==> config.mk <==
export PLATFORM = sky130hd
export DESIGN_NAME = alu_cmd_driver
export DESIGN_NICKNAME = d
export VERILOG_FILES = /design/src/rtl/alu_pkg.sv /design/src/rtl/alu_lat_counter.sv /design/src/rtl/alu_cmd_driver.sv
export SDC_FILE = /design/constraint.sdc
export NUM_CORES = 1
export LEC_CHECK = 0
export ABC_CLOCK_PERIOD_IN_PS = 2400
export CORE_MARGIN = 3
export CORE_UTILIZATION = 38
export CTS_CLUSTER_DIAMETER = 30
export DETAILED_ROUTE_END_ITERATION = 6
export PLACE_DENSITY = 0.76
export SLEW_MARGIN = 40
export SYNTH_ARGS = -nofsm -noshare
export SYNTH_HDL_FRONTEND = slang
export SYNTH_SLANG_ARGS = --single-unit
==> constraint.sdc <==
create_clock -name CLK -period 2.4 [get_ports CLK]
set_input_delay 0.24 -clock CLK [delete_from_list [all_inputs] [get_ports CLK]]
set_output_delay 0.24 -clock CLK [all_outputs]
set_load 0.02 [all_outputs]
==> src/rtl/alu_pkg.sv <==
// Shared definitions for the ALU_16B command driver: function codes, flag bit
// positions and the driver state encoding.
package alu_pkg;

  localparam logic [3:0] FUN_ADD    = 4'b0000;
  localparam logic [3:0] FUN_SUB    = 4'b0001;
  localparam logic [3:0] FUN_MUL    = 4'b0010;
  localparam logic [3:0] FUN_DIV    = 4'b0011;
  localparam logic [3:0] FUN_AND    = 4'b0100;
  localparam logic [3:0] FUN_OR     = 4'b0101;
  localparam logic [3:0] FUN_NAND   = 4'b0110;
  localparam logic [3:0] FUN_NOR    = 4'b0111;
  localparam logic [3:0] FUN_XOR    = 4'b1000;
  localparam logic [3:0] FUN_XNOR   = 4'b1001;
  localparam logic [3:0] FUN_CMP_EQ = 4'b1010;
  localparam logic [3:0] FUN_CMP_GT = 4'b1011;
  localparam logic [3:0] FUN_CMP_LT = 4'b1100;
  localparam logic [3:0] FUN_SHR    = 4'b1101;
  localparam logic [3:0] FUN_SHL    = 4'b1110;
  localparam logic [3:0] FUN_IDLE   = 4'b1111;

  localparam int FLG_CARRY = 0;
  localparam int FLG_ARITH = 1;
  localparam int FLG_LOGIC = 2;
  localparam int FLG_CMP   = 3;
  localparam int FLG_SHIFT = 4;

  // Wide enough for ALU_LAT up to 7.
  localparam int LAT_CW = 3;

  typedef enum logic [1:0] {
    ST_IDLE = 2'd0,
    ST_WAIT = 2'd1,
    ST_HOLD = 2'd2
  } state_t;

  function automatic logic fun_is_legal(input logic [3:0] fun);
    return fun != FUN_IDLE;
  endfunction

endpackage

==> src/rtl/alu_lat_counter.sv <==
// Loadable down-counter that times the ALU's clocked latency; zero marks the
// edge on which the ALU result is valid.
module alu_lat_counter
  import alu_pkg::*;
(
  input  logic              clk,
  input  logic              rst,
  input  logic              load,
  input  logic [LAT_CW-1:0] load_val,
  input  logic              dec,
  output logic [LAT_CW-1:0] count,
  output logic              zero
);

  logic [LAT_CW-1:0] cnt_q, cnt_d;

  always_comb begin
    cnt_d = cnt_q;
    if (load) begin
      cnt_d = load_val;
    end else if (dec && (cnt_q != '0)) begin
      cnt_d = cnt_q - 1'b1;
    end
  end

  always_ff @(posedge clk or posedge rst) begin
    if (rst) begin
      cnt_q <= '0;
    end else begin
      cnt_q <= cnt_d;
    end
  end

  assign count = cnt_q;
  assign zero  = (cnt_q == '0);

endmodule

==> src/rtl/alu_cmd_driver.sv <==
// Command initiator for the registered 16-bit ALU: issues one operation at a
// time, waits out the ALU latency and returns the tagged result.
module alu_cmd_driver
  import alu_pkg::*;
#(
  parameter int WIDTH   = 16,
  parameter int ALU_LAT = 1,
  parameter int TAG_W   = 4
) (
  input  logic             CLK,
  input  logic             RST,
  input  logic             CMD_VALID,
  output logic             CMD_READY,
  input  logic [WIDTH-1:0] CMD_A,
  input  logic [WIDTH-1:0] CMD_B,
  input  logic [3:0]       CMD_FUN,
  input  logic [TAG_W-1:0] CMD_TAG,
  output logic [WIDTH-1:0] ALU_A,
  output logic [WIDTH-1:0] ALU_B,
  output logic [3:0]       ALU_FUN,
  input  logic [WIDTH-1:0] ALU_OUT,
  input  logic [4:0]       ALU_FLAGS,
  output logic             RES_VALID,
  input  logic             RES_READY,
  output logic [WIDTH-1:0] RES_DATA,
  output logic [4:0]       RES_FLAGS,
  output logic [TAG_W-1:0] RES_TAG,
  output logic             RES_ERR,
  output logic [15:0]      OPS_CNT,
  output logic [1:0]       DBG_STATE
);

  // Handshakes: a transfer happens on a rising edge where valid and ready are
  // both high. Valid holds with stable payload until taken; ready never looks
  // at the partner's valid.

  state_t           state_q, state_d;
  logic [WIDTH-1:0] alu_a_q, alu_a_d, alu_b_q, alu_b_d;
  logic [3:0]       alu_fun_q, alu_fun_d;
  logic             res_valid_q, res_valid_d;
  logic [WIDTH-1:0] res_data_q, res_data_d;
  logic [4:0]       res_flags_q, res_flags_d;
  logic [TAG_W-1:0] res_tag_q, res_tag_d;
  logic             res_err_q, res_err_d;
  logic [15:0]      ops_cnt_q, ops_cnt_d;

  logic             cnt_load, cnt_dec, cnt_zero;
  logic [LAT_CW-1:0] cnt_val;

  alu_lat_counter u_lat_counter (
    .clk      (CLK),
    .rst      (RST),
    .load     (cnt_load),
    .load_val (LAT_CW'(ALU_LAT)),
    .dec      (cnt_dec),
    .count    (cnt_val),
    .zero     (cnt_zero)
  );

  always_comb begin
    state_d     = state_q;
    alu_a_d     = alu_a_q;
    alu_b_d     = alu_b_q;
    alu_fun_d   = alu_fun_q;
    res_valid_d = res_valid_q;
    res_data_d  = res_data_q;
    res_flags_d = res_flags_q;
    res_tag_d   = res_tag_q;
    res_err_d   = res_err_q;
    ops_cnt_d   = ops_cnt_q;
    cnt_load    = 1'b0;
    cnt_dec     = 1'b0;

    unique case (state_q)
      ST_IDLE: begin
        if (CMD_VALID) begin
          res_tag_d = CMD_TAG;
          if (fun_is_legal(CMD_FUN)) begin
            alu_a_d   = CMD_A;
            alu_b_d   = CMD_B;
            alu_fun_d = CMD_FUN;
            cnt_load  = 1'b1;
            ops_cnt_d = ops_cnt_q + 16'd1;
            state_d   = ST_WAIT;
          end else begin
            // Illegal code never reaches the ALU; report it directly.
            res_err_d   = 1'b1;
            res_data_d  = '0;
            res_flags_d = '0;
            res_valid_d = 1'b1;
            state_d     = ST_HOLD;
          end
        end
      end
      ST_WAIT: begin
        if (cnt_zero) begin
          res_data_d  = ALU_OUT;
          res_flags_d = ALU_FLAGS;
          res_err_d   = 1'b0;
          res_valid_d = 1'b1;
          alu_fun_d   = FUN_IDLE;
          state_d     = ST_HOLD;
        end else begin
          cnt_dec = 1'b1;
        end
      end
      ST_HOLD: begin
        if (RES_READY) begin
          res_valid_d = 1'b0;
          state_d     = ST_IDLE;
        end
      end
      default: state_d = ST_IDLE;
    endcase
  end

  always_ff @(posedge CLK or posedge RST) begin
    if (RST) begin
      state_q     <= ST_IDLE;
      alu_a_q     <= '0;
      alu_b_q     <= '0;
      alu_fun_q   <= FUN_IDLE;
      res_valid_q <= 1'b0;
      res_data_q  <= '0;
      res_flags_q <= '0;
      res_tag_q   <= '0;
      res_err_q   <= 1'b0;
      ops_cnt_q   <= '0;
    end else begin
      state_q     <= state_d;
      alu_a_q     <= alu_a_d;
      alu_b_q     <= alu_b_d;
      alu_fun_q   <= alu_fun_d;
      res_valid_q <= res_valid_d;
      res_data_q  <= res_data_d;
      res_flags_q <= res_flags_d;
      res_tag_q   <= res_tag_d;
      res_err_q   <= res_err_d;
      ops_cnt_q   <= ops_cnt_d;
    end
  end

  // Ready is a pure state decode, masked so it reads low while reset is held.
  assign CMD_READY = (state_q == ST_IDLE) && !RST;
  assign ALU_A     = alu_a_q;
  assign ALU_B     = alu_b_q;
  assign ALU_FUN   = alu_fun_q;
  assign RES_VALID = res_valid_q;
  assign RES_DATA  = res_data_q;
  assign RES_FLAGS = res_flags_q;
  assign RES_TAG   = res_tag_q;
  assign RES_ERR   = res_err_q;
  assign OPS_CNT   = ops_cnt_q;
  assign DBG_STATE = state_q;

  logic unused_cnt;
  assign unused_cnt = ^cnt_val;

endmodule

==> impl_metrics.csv <==
group,metric,value,unit
clock_network,clock_latency,0.35,ns
cells_and_area,multi_input_comb_area,1250,µm²
sta,rsz0062_at_grt,"no",
worst_setup_path,max_stage_delay,0.58,ns
cells_and_area,layout_commonest_cell,"nand2_1",
power,p_sw,2860,µW
routing,totalWireLength,8410,µm
worst_setup_path,critPathKind,"register to register",
sta,finalCriticalPeriod,1.97,ns
power,cellLeakagePower,0.00239,µW
routing,vias,2958,
sta,final-setup-viol-count,0,
cells_and_area,diodes,0,
yosys,ys_ff_latch,84,
power,p_seq_frac,0.357,
place,numPortBuffers,146,
place,gp_congestion,0.758,
cells_and_area,final_cell_mix,"nand2_1 (162), clkdlybuf4s50_1 (146), dfrtp_1 (80)",
worst_setup_path,r2r_end,"OPS_CNT[14]$_DFFE_PP0P_",
routing,firstDrtPassIters,4,
worst_setup_path,cp_slowest_cell,"or4_4",
routing,ant_nets,0,
worst_setup_path,cp_num_buf_inv,0,
clock_network,cts_setup_buffers,0,
sta,fmax,0.507,GHz
yosys,yosysTopAreaCellShare,0.577,
routing,routedWlPerCell,13.3,µm
floorplan,die_h,102,µm
floorplan,io_pins,147,
yosys,syn_area_per_cell,9.33,µm²
global_route,grt_pass1_vias,2888,
floorplan,dieArea,10300,µm²
power,power_density,1320,nW/µm²
cells_and_area,drive_above_1_share,0.0705,
clock_network,clk_pin_slew,0.11,ns
worst_setup_path,cp_top_family,"simple AND/OR/NAND/NOR gates",
global_route,grt_use_total,0.165,
job,drv_cap,0,
yosys,synthFlopType,"dfrtp_1",
floorplan,core-area,8810,µm²
sta,relSlewSlack,0.577,
routing,avgViaCountPerCell,4.67,
sta,period_share,0.822,
cells_and_area,area_delta_synth_final,51.4,%
yosys,ys_types,34,
yosys,syn_inst,372,
cells_and_area,final_net_count,588,
yosys,synth_area,3470,µm²
clock_network,h-tree-depth,3,
worst_setup_path,critPathArrivalTime,2.26,ns
cells_and_area,seqCellArea,2110,µm²
yosys,synth_top_area_cell,"dfrtp_1",
yosys,yosys-top-cells-area,"dfrtp_1 (58%), nand2_1 (18%), o21ai_0 (3.5%)",
yosys,ys_warn_count,0,
routing,drc,0,
worst_setup_path,path_cells,"or3b_1 -> or4_4 -> nor4_4 -> xor2_1",
worst_setup_path,r2r_slack,0.43,ns
global_route,antenna_found_initial,0,
sta,setup-tns-final,0,ns
floorplan,die_w,102,µm
yosys,yosysSeqAreaShare,0.607,
place,dp_slack,0.163,ns
floorplan,num_rows,34,
clock_network,cts_buffers,9,
clock_network,cts-root-buf,"clkbuf_8",
yosys,async_flop_share,1.00,
clock_network,holdBufCountCts,0,
power,irDropWorstVdd,0.000635,V
power,p_clk_frac,0.141,
power,internal_power,4050,µW
place,hpwl,6100,µm
routing,drtIter0Drc,83,
sta,fin_worst_skew,0.0164,ns
worst_setup_path,r2r.worst_path.cells,4,
clock_network,numClockSinks,84,
outcome,outcome,"finished clean",
sta,timing.final.ws_setup,0.428,ns
worst_setup_path,path_max_fanout,8,
yosys,syn_nets,440,
sta,hold_viol_final,0,
floorplan,initial_core_util,0.394,
sta,tightest_slew,0.634,ns
worst_setup_path,end_kind,"register",
worst_setup_path,cp.required,2.68,ns
worst_hold_path,hold_class,"input port to asynchronous set/reset pin",
global_route,grt_max_degree,60,
yosys,synth-edff-count,0,
clock_network,cts_buffer_depth,2,
sta,slew_violations,0,
clock_network,cts_resized,0,
cells_and_area,nFillCells,745,
power,comb_power_share,0.502,
worst_setup_path,worstSetupStartpointType,"register",
worst_setup_path,timing.rr.start,"DBG_STATE[0]$_DFFE_PP0P_",
routing,routed.top_layer,"met4",
global_route,grt.overflow.total,0,
global_route,grt_pass1_wl,13600,µm
power,swShare,0.414,
routing,dr_wl_met2,4090,µm
clock_network,cts_tree,"yes",
routing,wl_met3,584,µm
routing,wl_met1,3690,µm
## power groups by stage
stage / registers (µW) / logic [µW] / clock network [µW]
2_1_floorplan: 3190 / 1130 / 0
3_3_place_gp: 2470 / 3450 / 0
3_5_place_dp: 2490 / 3520 / 0
4_1_cts: 2470 / 3530 / 1010
5_1_grt: 2560 / 3780 / 1070
6_report: 2470 / 3470 / 975
## cells by family (layout without fill, tap and decap cells)
| family | count (synthesis) | count (layout) | synth area share |
|---|---|---|---|
| AOI/OAI and AO/OA | 37 | 37 | 0.0588 |
| xor gates and xnor gates | 16 | 16 | 0.0404 |
| adders and majority gates | 3 | 3 | 0.0108 |
| buffers and inverters | 24 | 177 | 0.0325 |
| DFF | 84 | 84 | 0.607 |
| and+or+nand+nor | 208 | 208 | 0.250 |
## registers in the layout (all words and copies together), names as in the netlist
signal	flops
RES_DATA	16
u_lat_counter.count	3
RES_VALID	1
OPS_CNT	16
ALU_FUN	4
ALU_A	16
RES_FLAGS	5
ALU_B	16
RES_TAG	4
RES_ERR	1
DBG_STATE	2
## layout make-up
type | count | share of cell area
clock buffer | 9 | 0.0236
clock inverter | 7 | 0.0129
inverter | 6 | 0.00453
multi-input combinational | 264 | 0.239
sequential | 84 | 0.401
tap | 108 | 0.0257
timing repair buffer | 155 | 0.294
## layer usage
layer  vias up  global-route usage
met5         -                   0
li1       1483                   -
met2        84               0.271
met3         5              0.0468
met1      1386               0.217
met4         0              0.0429
## Yosys cell counts, types with 2 or more instances
cell / count
a21oi_1: 7
buf_1: 4
buf_6: 3
clkbuf_1: 11
dfrtp_1: 80
dfstp_2: 4
ha_1: 3
inv_1: 6
nand2_1: 162
nand3_1: 7
nand4_1: 4
nor2_1: 20
nor3_1: 2
nor4_1: 2
o21ai_0: 24
xnor2_1: 8
xor2_1: 8
## how the worst max path moves through the flow
stage | startpoint | end | slack, ns | cells past startpoint
2_1_floorplan | RST | ALU_A[0]$_DFFE_PP0P_ | 0.001 | 1
4_1_cts | DBG_STATE[0]$_DFFE_PP0P_ | OPS_CNT[14]$_DFFE_PP0P_ | 0.42 | 4
3_5_place_dp | CMD_VALID | OPS_CNT[13]$_DFFE_PP0P_ | 0.16 | 6
3_3_place_gp | CMD_VALID | OPS_CNT[14]$_DFFE_PP0P_ | 0.20 | 5
5_1_grt | DBG_STATE[0]$_DFFE_PP0P_ | OPS_CNT[13]$_DFFE_PP0P_ | 0.34 | 5
6_report | DBG_STATE[0]$_DFFE_PP0P_ | OPS_CNT[14]$_DFFE_PP0P_ | 0.43 | 4
## stage by stage
stage / utilization / total power, µW / cell area (µm²) / hold slack [ns] / std cells
6_report: 0.596 / 6910 / 5250 / 0.237 / 633
5_1_grt: 0.596 / 7410 / 5250 / 0.276 / 633
4_1_cts: 0.596 / 7010 / 5250 / 0.243 / 633
3_5_place_dp: 0.575 / 6010 / 5060 / 0.462 / 617
3_3_place_gp: 0.575 / 5920 / 5060 / 0.457 / 617
2_1_floorplan: - / 4320 / 3470 / 0.345 / 372
Power figures use the tool's default switching activity.
